--- src/rtl/jk_pkg.sv ---
// Shared types and JK excitation codes for jk_excite_driver.
// JK codes are packed as {j, k}.
package jk_pkg;

  typedef enum logic [1:0] {
    IDLE  = 2'd0,
    DRIVE = 2'd1,
    CHECK = 2'd2
  } state_e;

  localparam logic [1:0] JK_HOLD = 2'b00;
  localparam logic [1:0] JK_CLR  = 2'b01;
  localparam logic [1:0] JK_SET  = 2'b10;
  localparam logic [1:0] JK_TGL  = 2'b11;

  // True when a {j,k} code changes the flop state
  function automatic logic jk_active(input logic [1:0] c);
    return c != JK_HOLD;
  endfunction

endpackage

--- src/rtl/jk_excite_bit.sv ---
// Per-bit JK excitation map from current to next state.
// JK_TOGGLE_EXCITE_EN selects toggle excitation for changing bits.
module jk_excite_bit
  import jk_pkg::*;
(
  input  logic q_cur,
  input  logic q_next,
  output logic j,
  output logic k
);

  logic [1:0] jk;

  // Pick the {j,k} code that moves q_cur to q_next
  always_comb begin
    jk = JK_HOLD;
`ifdef JK_TOGGLE_EXCITE_EN
    if (q_cur != q_next) begin
      jk = JK_TGL;
    end
`else
    unique case ({q_cur, q_next})
      2'b01:   jk = JK_SET;
      2'b10:   jk = JK_CLR;
      default: jk = JK_HOLD;
    endcase
`endif
  end

  assign j = jk[1];
  assign k = jk[0];

endmodule

--- src/rtl/jk_excite_driver.sv ---
// Drives a JK flop bank to target words and checks feedback.
// Optional macro JK_TOGGLE_EXCITE_EN: toggle excitation.
module jk_excite_driver
  import jk_pkg::*;
#(
  parameter int W  = 4,
  parameter int CW = 8
) (
  input  logic          clk,
  input  logic          reset,
  input  logic          tgt_valid,
  input  logic [W-1:0]  tgt_data,
  output logic          tgt_ready,
  output logic [W-1:0]  j,
  output logic [W-1:0]  k,
  input  logic [W-1:0]  q_fb,
  input  logic          err_clr,
  output logic          done,
  output logic          err,
  output logic [CW-1:0] err_cnt
);

  localparam logic [CW-1:0] CNT_MAX = '1;

  state_e        state_q, state_d;
  logic [W-1:0]  shadow_q, shadow_d;
  logic [W-1:0]  tgt_q, tgt_d;
  logic [W-1:0]  j_q, j_d;
  logic [W-1:0]  k_q, k_d;
  logic [CW-1:0] cnt_q, cnt_d;

  logic [W-1:0]  exc_j;
  logic [W-1:0]  exc_k;
  logic          in_idle;
  logic          in_check;
  logic          accept;
  logic          mismatch;

  // Excitation is formed at accept time so j/k are
  // registered and valid for the whole DRIVE cycle
  for (genvar i = 0; i < W; i++) begin : g_bit
    jk_excite_bit u_bit (
      .q_cur  (shadow_q[i]),
      .q_next (tgt_data[i]),
      .j      (exc_j[i]),
      .k      (exc_k[i])
    );
  end

  assign in_idle  = (state_q == IDLE);
  assign in_check = (state_q == CHECK);
  assign accept   = in_idle & tgt_valid;
  assign mismatch = in_check & (q_fb != tgt_q);

  // Next-state, excitation and error count
  always_comb begin
    state_d  = state_q;
    shadow_d = shadow_q;
    tgt_d    = tgt_q;
    j_d      = '0;
    k_d      = '0;
    cnt_d    = cnt_q;

    unique case (state_q)
      IDLE: begin
        if (accept) begin
          tgt_d   = tgt_data;
          j_d     = exc_j;
          k_d     = exc_k;
          state_d = DRIVE;
        end
      end
      DRIVE: begin
        state_d = CHECK;
      end
      CHECK: begin
        shadow_d = q_fb;
        state_d  = IDLE;
      end
      default: begin
        state_d = IDLE;
      end
    endcase

    if (err_clr) begin
      cnt_d = '0;
    end else if (mismatch && cnt_q != CNT_MAX) begin
      cnt_d = cnt_q + 1'b1;
    end
  end

  // State and datapath registers
  always_ff @(posedge clk or posedge reset) begin
    if (reset) begin
      state_q  <= IDLE;
      shadow_q <= '0;
      tgt_q    <= '0;
      j_q      <= '0;
      k_q      <= '0;
      cnt_q    <= '0;
    end else begin
      state_q  <= state_d;
      shadow_q <= shadow_d;
      tgt_q    <= tgt_d;
      j_q      <= j_d;
      k_q      <= k_d;
      cnt_q    <= cnt_d;
    end
  end

  assign tgt_ready = in_idle;
  assign j         = j_q;
  assign k         = k_q;
  assign done      = in_check;
  assign err       = mismatch;
  assign err_cnt   = cnt_q;

endmodule

--- config.mk ---
export PLATFORM = sky130hd
export DESIGN_NAME = jk_excite_driver
export DESIGN_NICKNAME = d
export VERILOG_FILES = /design/src/rtl/jk_pkg.sv /design/src/rtl/jk_excite_bit.sv /design/src/rtl/jk_excite_driver.sv
export SDC_FILE = /design/constraint.sdc
export NUM_CORES = 1
export LEC_CHECK = 0
export CAP_MARGIN = 10
export CORE_MARGIN = 1
export CORE_UTILIZATION = 45
export DETAILED_ROUTE_END_ITERATION = 8
export GPL_ROUTABILITY_DRIVEN = 0
export PLACE_DENSITY = 0.75
export REMOVE_ABC_BUFFERS = 1
export SLEW_MARGIN = 20
export SYNTH_ARGS = -nofsm -noshare
export SYNTH_HDL_FRONTEND = slang
export SYNTH_HIERARCHICAL = 1
export SYNTH_SLANG_ARGS = --single-unit
--- constraint.sdc ---
create_clock -name clk -period 4.3 [get_ports clk]
set_clock_uncertainty 0.2 [all_clocks]
set_input_delay 0.86 -clock clk [delete_from_list [all_inputs] [get_ports clk]]
set_output_delay 0.86 -clock clk [all_outputs]
set_load 0.01 [all_outputs]
==> impl_metrics.tcl, run 1 <==
set metrics [dict create \
    postSynth.asyncResetShare 1.00 \
    drt_iter0_drc 18 \
    p_leak_nw 0.670 \
    synth_ff_type "dfrtp_1" \
    ys_warn_count 6 \
    timing.fmax_ghz 0.273 \
    cts_tree "done" \
    post-cts-setup-buffer-count 0 \
    grt_pass1_wl_mm 3.34 \
    path_class "primary input to output pin" \
    drive_gt1_frac 0.145 \
    grt_use_total 0.166 \
    vias 847 \
    setup_viol 0 \
    start_util 0.477 \
    drc 0 \
    antenna_found_initial 0 \
    ir_drop_uv 268 \
    die_h_um 53.5 \
    end_kind "output pin" \
    totalWireLength_mm 2.13 \
    ys_ff_latch 26 \
    syn_to_final_growth_pct 29.7 \
    synth_area_leader_cell "dfrtp_1" \
    clock_path_buffers 2 \
    row_count 18 \
    status "finished clean" \
    syn-cell-area_mm2 0.00119 \
    period_share 0.851 \
    finalSetupTns_ns 0 \
    grt_max_degree 27 \
    antennaDiodeCount 0 \
    rsz0062_at_grt "false" \
    clk-insertion-delay-late_ns 0.31 \
    io_pins 31 \
    dieArea_mm2 0.00286 \
    drv_slew 0 \
    crit_chain "clkdlybuf4s50_1, xor2_1, o41ai_4, buf_4, inv_1, clkdlybuf4s50_1" \
    grt-ovfl-total 0 \
    cp_common_cell "clkdlybuf4s50_1" \
    cts_root_buf "clkbuf_4" \
    power_mw 0.554 \
    worstPathRequired_ns 3.24 \
    synth_common_cells "dfrtp_1 (26), and3_1 (8), mux2_2 (8)" \
    cp_max_fo 16 \
    avgSynthCellArea_um2 11.9 \
    cts_buffers 3 \
    stdcell_area_mm2 0.00155 \
    routedWlPerCell_um 13.2 \
    crit_buf_inv 4 \
    syn-instance-count 100 \
    critPathTopFamily "buffers and inverters" \
    ctsHoldBuffers 0 \
    hold_viol 0 \
    synth.distinct_cells 30 \
    slew_headroom 0.365 \
    max_stage_delay_ns 0.47 \
    place.port_buffers 30 \
    die_x_um 53.5 \
    synth_enable_flop_cells 0 \
    worst_slew_pin_slew_ns 0.951 \
    clkTransAtPathRegs_ns 0.13 \
    cts-resized-gates 0 \
    dr.pass1.iters 4 \
    yosysMostFrequentCell "dfrtp_1" \
    core_area_mm2 0.00250 \
    arrival_ns 2.60 \
    drv_cap 0 \
    synthTopCellsByArea "dfrtp_1 (55%), mux2_2 (7.6%), and3_1 (4.2%)" \
    htreeDepth 1 \
    first_global_vias 744 \
    whs_ns 0.328 \
    ant_nets 0 \
    final_util 0.619 \
    worst_setup_path_start_kind "primary input" \
    placedInstanceArea_mm2 0.00151 \
    cts.sinks 26 \
    hp-class "register to register" \
    worst_path_max_delay_cell "clkdlybuf4s50_1" \
    fin_nets 145 \
    min_period_ns 3.66 \
    power.density_mw_per_mm2 358 \
    yosysSeqAreaShare 0.546 \
    via_per_inst 5.26 \
    yosysTopAreaCellShare 0.546 \
]
layout make-up:
| cell class | count | area [um2] |
|---|---|---|
| Clock buffer | 4 | 36.3 |
| Fill cell | 213 | 953 |
| Inverter | 2 | 7.51 |
| Multi-Input combinational cell | 68 | 507 |
| Sequential cell | 26 | 651 |
| Tap cell | 30 | 37.5 |
| Timing Repair Buffer | 31 | 308 |
placed cells by master, fill, tap and decap left out, types with 2 or more instances in the layout:
cell type,synthesis,final
a21oi_1,7,7
and2b_2,4,4
and3_1,8,8
clkbuf_4,0,3
clkdlybuf4s50_1,0,30
dfrtp_1,26,26
inv_1,2,2
mux2_2,8,8
nand2_1,2,2
nand3_1,4,4
nor2_1,3,3
nor2b_1,6,6
o21ai_0,3,3
o31ai_1,3,3
or4_1,4,4
xor2_1,4,4
state kept, by name (all words and copies together) (netlist names):
register  cells
err_cnt       8
j             4
k             4
shadow_q      4
tgt_q         4
state_q       2
power by group:
part	internal [mW]	leakage [nW]	total (mW)	switching (mW)
clock network	0.0517	0.0210	0.117	0.0658
logic	0.0762	0.309	0.135	0.0584
registers	0.280	0.340	0.302	0.0218
total	0.408	0.670	0.554	0.146
per-layer routing:
layer,up-vias,part of all wire,track usage
li1,418,-,-
met1,403,0.48,0.218
met2,24,0.47,0.271
met3,2,0.040,0.0517
met4,0,0.0089,0.0263
met5,-,0,0
final timing paths:
kind                       startpoint    endpoint  slack (ns)  depth (start not counted)
hold reg to reg            state_q[0]  state_q[1]        0.33                          1
setup / recovery              q_fb[1]         err        0.64                          6
setup reg to reg           state_q[0]  err_cnt[7]        2.08                          5
max in group asynchronous       reset  err_cnt[2]        2.47                          2
hold / removal             state_q[0]  state_q[1]        0.33                          1
min in group asynchronous       reset        k[0]        0.86                          2
worst register-to-register path: stages, from the launching register on:
cell,delay [ns]
dfrtp_1,0.41
nor2b_1,0.52
o41ai_4,0.18
buf_4,0.22
or4_1,0.48
a21oi_1,0.15
stage by stage:
stage               setup slack, ns  cells
floorplan                      1.45     96
global placement              0.654    157
detailed placement            0.640    157
CTS                           0.631    161
global route                  0.569    161
finish                        0.640    161
cell families (layout without fill, tap and decap cells):
family | Yosys count | after routing | share of synthesized area
AOI/OAI and AO/OA | 16 | 16 | 0.0976
xor gates and xnor gates | 4 | 4 | 0.0294
adders and majority gates | 1 | 1 | 0.0105
buffers and inverters | 6 | 37 | 0.0294
DFF | 26 | 26 | 0.546
muxes | 9 | 9 | 0.0850
and+or+nand+nor | 38 | 38 | 0.203
(Power assumes the default switching activity.)
==> run 2: changes to the inputs <==
--- a/config.mk
+++ b/config.mk
@@ -5,7 +5,8 @@
 export SDC_FILE = /design/constraint.sdc
 export NUM_CORES = 1
 export LEC_CHECK = 0
-export CAP_MARGIN = 10
+export ABC_CLOCK_PERIOD_IN_PS = 4300
+export CAP_MARGIN = 30
 export CORE_MARGIN = 1
 export CORE_UTILIZATION = 45
 export DETAILED_ROUTE_END_ITERATION = 8
==> impl_metrics.tcl, run 2 (synthesis results as in run 1) <==
set metrics [dict create \
    status "finished clean" \
    largest_reg_flops 8 \
    first_global_vias 804 \
    period_share 0.853 \
    vias 859 \
    pre_cts_ws_ns 0.635 \
    swShare 0.264 \
    syn_to_final_growth_pct 31.0 \
    grt_max_degree 17 \
    p_int_mw 0.409 \
    ctsHoldBuffers 0 \
    cts.sinks 26 \
    antenna_found_initial 0 \
    rr_endpoint "err_cnt[7]" \
    cp_max_fo 16 \
    setup_viol 0 \
    via_per_inst 5.30 \
    clock_path_buffers 2 \
    antennaDiodeCount 0 \
    worst_r2r_startpoint "state_q[0]" \
    end_kind "output pin" \
    clockPowerShare 0.210 \
    totalWireLength_mm 2.19 \
    cts-resized-gates 0 \
    p_switching_mw 0.147 \
    timing.fmax_ghz 0.272 \
    hold_viol 0 \
    cts_buffers 3 \
    r2r_cells 5 \
    power.density_mw_per_mm2 356 \
    rrSetupSlack_ns 2.07 \
    worstPathRequired_ns 3.24 \
    drive_gt1_frac 0.152 \
    row_count 18 \
    io_pins 31 \
    power_mw 0.556 \
    worst_slew_pin_slew_ns 0.650 \
    cts_root_buf "clkbuf_4" \
    cts_tree "done" \
    dr.pass1.iters 4 \
    rsz0062_at_grt "false" \
    die_x_um 53.5 \
    drv_cap 0 \
    drv_slew 0 \
    place.port_buffers 30 \
    die_h_um 53.5 \
    final_util 0.625 \
    arrival_ns 2.61 \
    hp-class "register to register" \
    finalSetupTns_ns 0 \
    routedWlPerCell_um 13.5 \
    post-cts-setup-buffer-count 0 \
    seqPwrFrac 0.544 \
    p_leak_nw 0.678 \
    clk-insertion-delay-late_ns 0.31 \
    path_class "primary input to output pin" \
    fin_cells 162 \
    ir_drop_uv 426 \
    comb_power_share 0.247 \
    layout_commonest_cell "clkdlybuf4s50_1" \
    clkTransAtPathRegs_ns 0.12 \
    fin_nets 146 \
    dp.cells 158 \
    start_util 0.477 \
    worst_setup_path_start_kind "primary input" \
    cp-endpoint "err" \
    dieArea_mm2 0.00286 \
    layout_common_cells "clkdlybuf4s50_1 (30), dfrtp_1 (26), mux2_2 (8), and3_1 (8), a21oi_1 (7)" \
    crit_path_start "q_fb[1]" \
    drc 0 \
    ant_nets 0 \
    htreeDepth 1 \
    core_area_mm2 0.00250 \
    slew_headroom 0.566 \
    grt_pass1_wl_mm 3.55 \
    grt-ovfl-total 0 \
    grt_use_total 0.174 \
    worst_slack_ns 0.630 \
    min_period_ns 3.67 \
    drt_iter0_drc 11 \
]
[run 2: cell count changes in the layout (fill, tap and decap cells not counted)]
cell   before  now
buf_8       0    1
[run 2: worst max-delay path: stages]
cell	delay [ns]
clkdlybuf4s50_1	0.44
xor2_1	0.20
o41ai_4	0.35
buf_4	0.24
inv_1	0.06
clkdlybuf4s50_1	0.47
[run 2: through the flow]
| step | hold slack, ns | instance area (um2) |
|---|---|---|
| finish | 0.324 | 1560 |
| global route | 0.346 | 1560 |
| CTS | 0.329 | 1560 |
| detailed placement | 0.294 | 1530 |
| global placement | 0.291 | 1510 |
| floorplan | 0.280 | 1160 |
[run 2: power groups by stage]
stage | Sequential [mW] | Clock, mW | Combinational, mW
detailed placement | 0.308 | 0 | 0.138
finish | 0.302 | 0.117 | 0.137
global route | 0.308 | 0.133 | 0.150
CTS | 0.303 | 0.124 | 0.139
global placement | 0.305 | 0 | 0.132
floorplan | 0.307 | 0 | 0.0770
[run 2: cell type report]
cell class | instances | area [um2]
Clock buffer | 4 | 36.3
Fill cell | 210 | 938
Inverter | 2 | 7.51
Multi-Input combinational cell | 68 | 507
Sequential cell | 26 | 651
Tap cell | 30 | 37.5
Timing Repair Buffer | 32 | 323
[run 2: metal layers]
layer | up-vias | GRT usage | share of wire
met5 | - | 0 | 0
met4 | 0 | 0.0307 | 0.0087
met3 | 2 | 0.0575 | 0.039
met2 | 21 | 0.281 | 0.46
met1 | 416 | 0.226 | 0.49
li1 | 420 | - | -
[run 2: worst min-delay path by stage]
stage / from / to / slack [ns] / cells after the start
2_1_floorplan: state_q[0] / state_q[1] / 0.28 / 1
3_3_place_gp: state_q[0] / state_q[1] / 0.29 / 1
3_5_place_dp: state_q[0] / state_q[1] / 0.29 / 1
4_1_cts: state_q[0] / state_q[1] / 0.33 / 1
5_1_grt: state_q[0] / state_q[1] / 0.35 / 1
6_report: state_q[0] / state_q[1] / 0.32 / 1
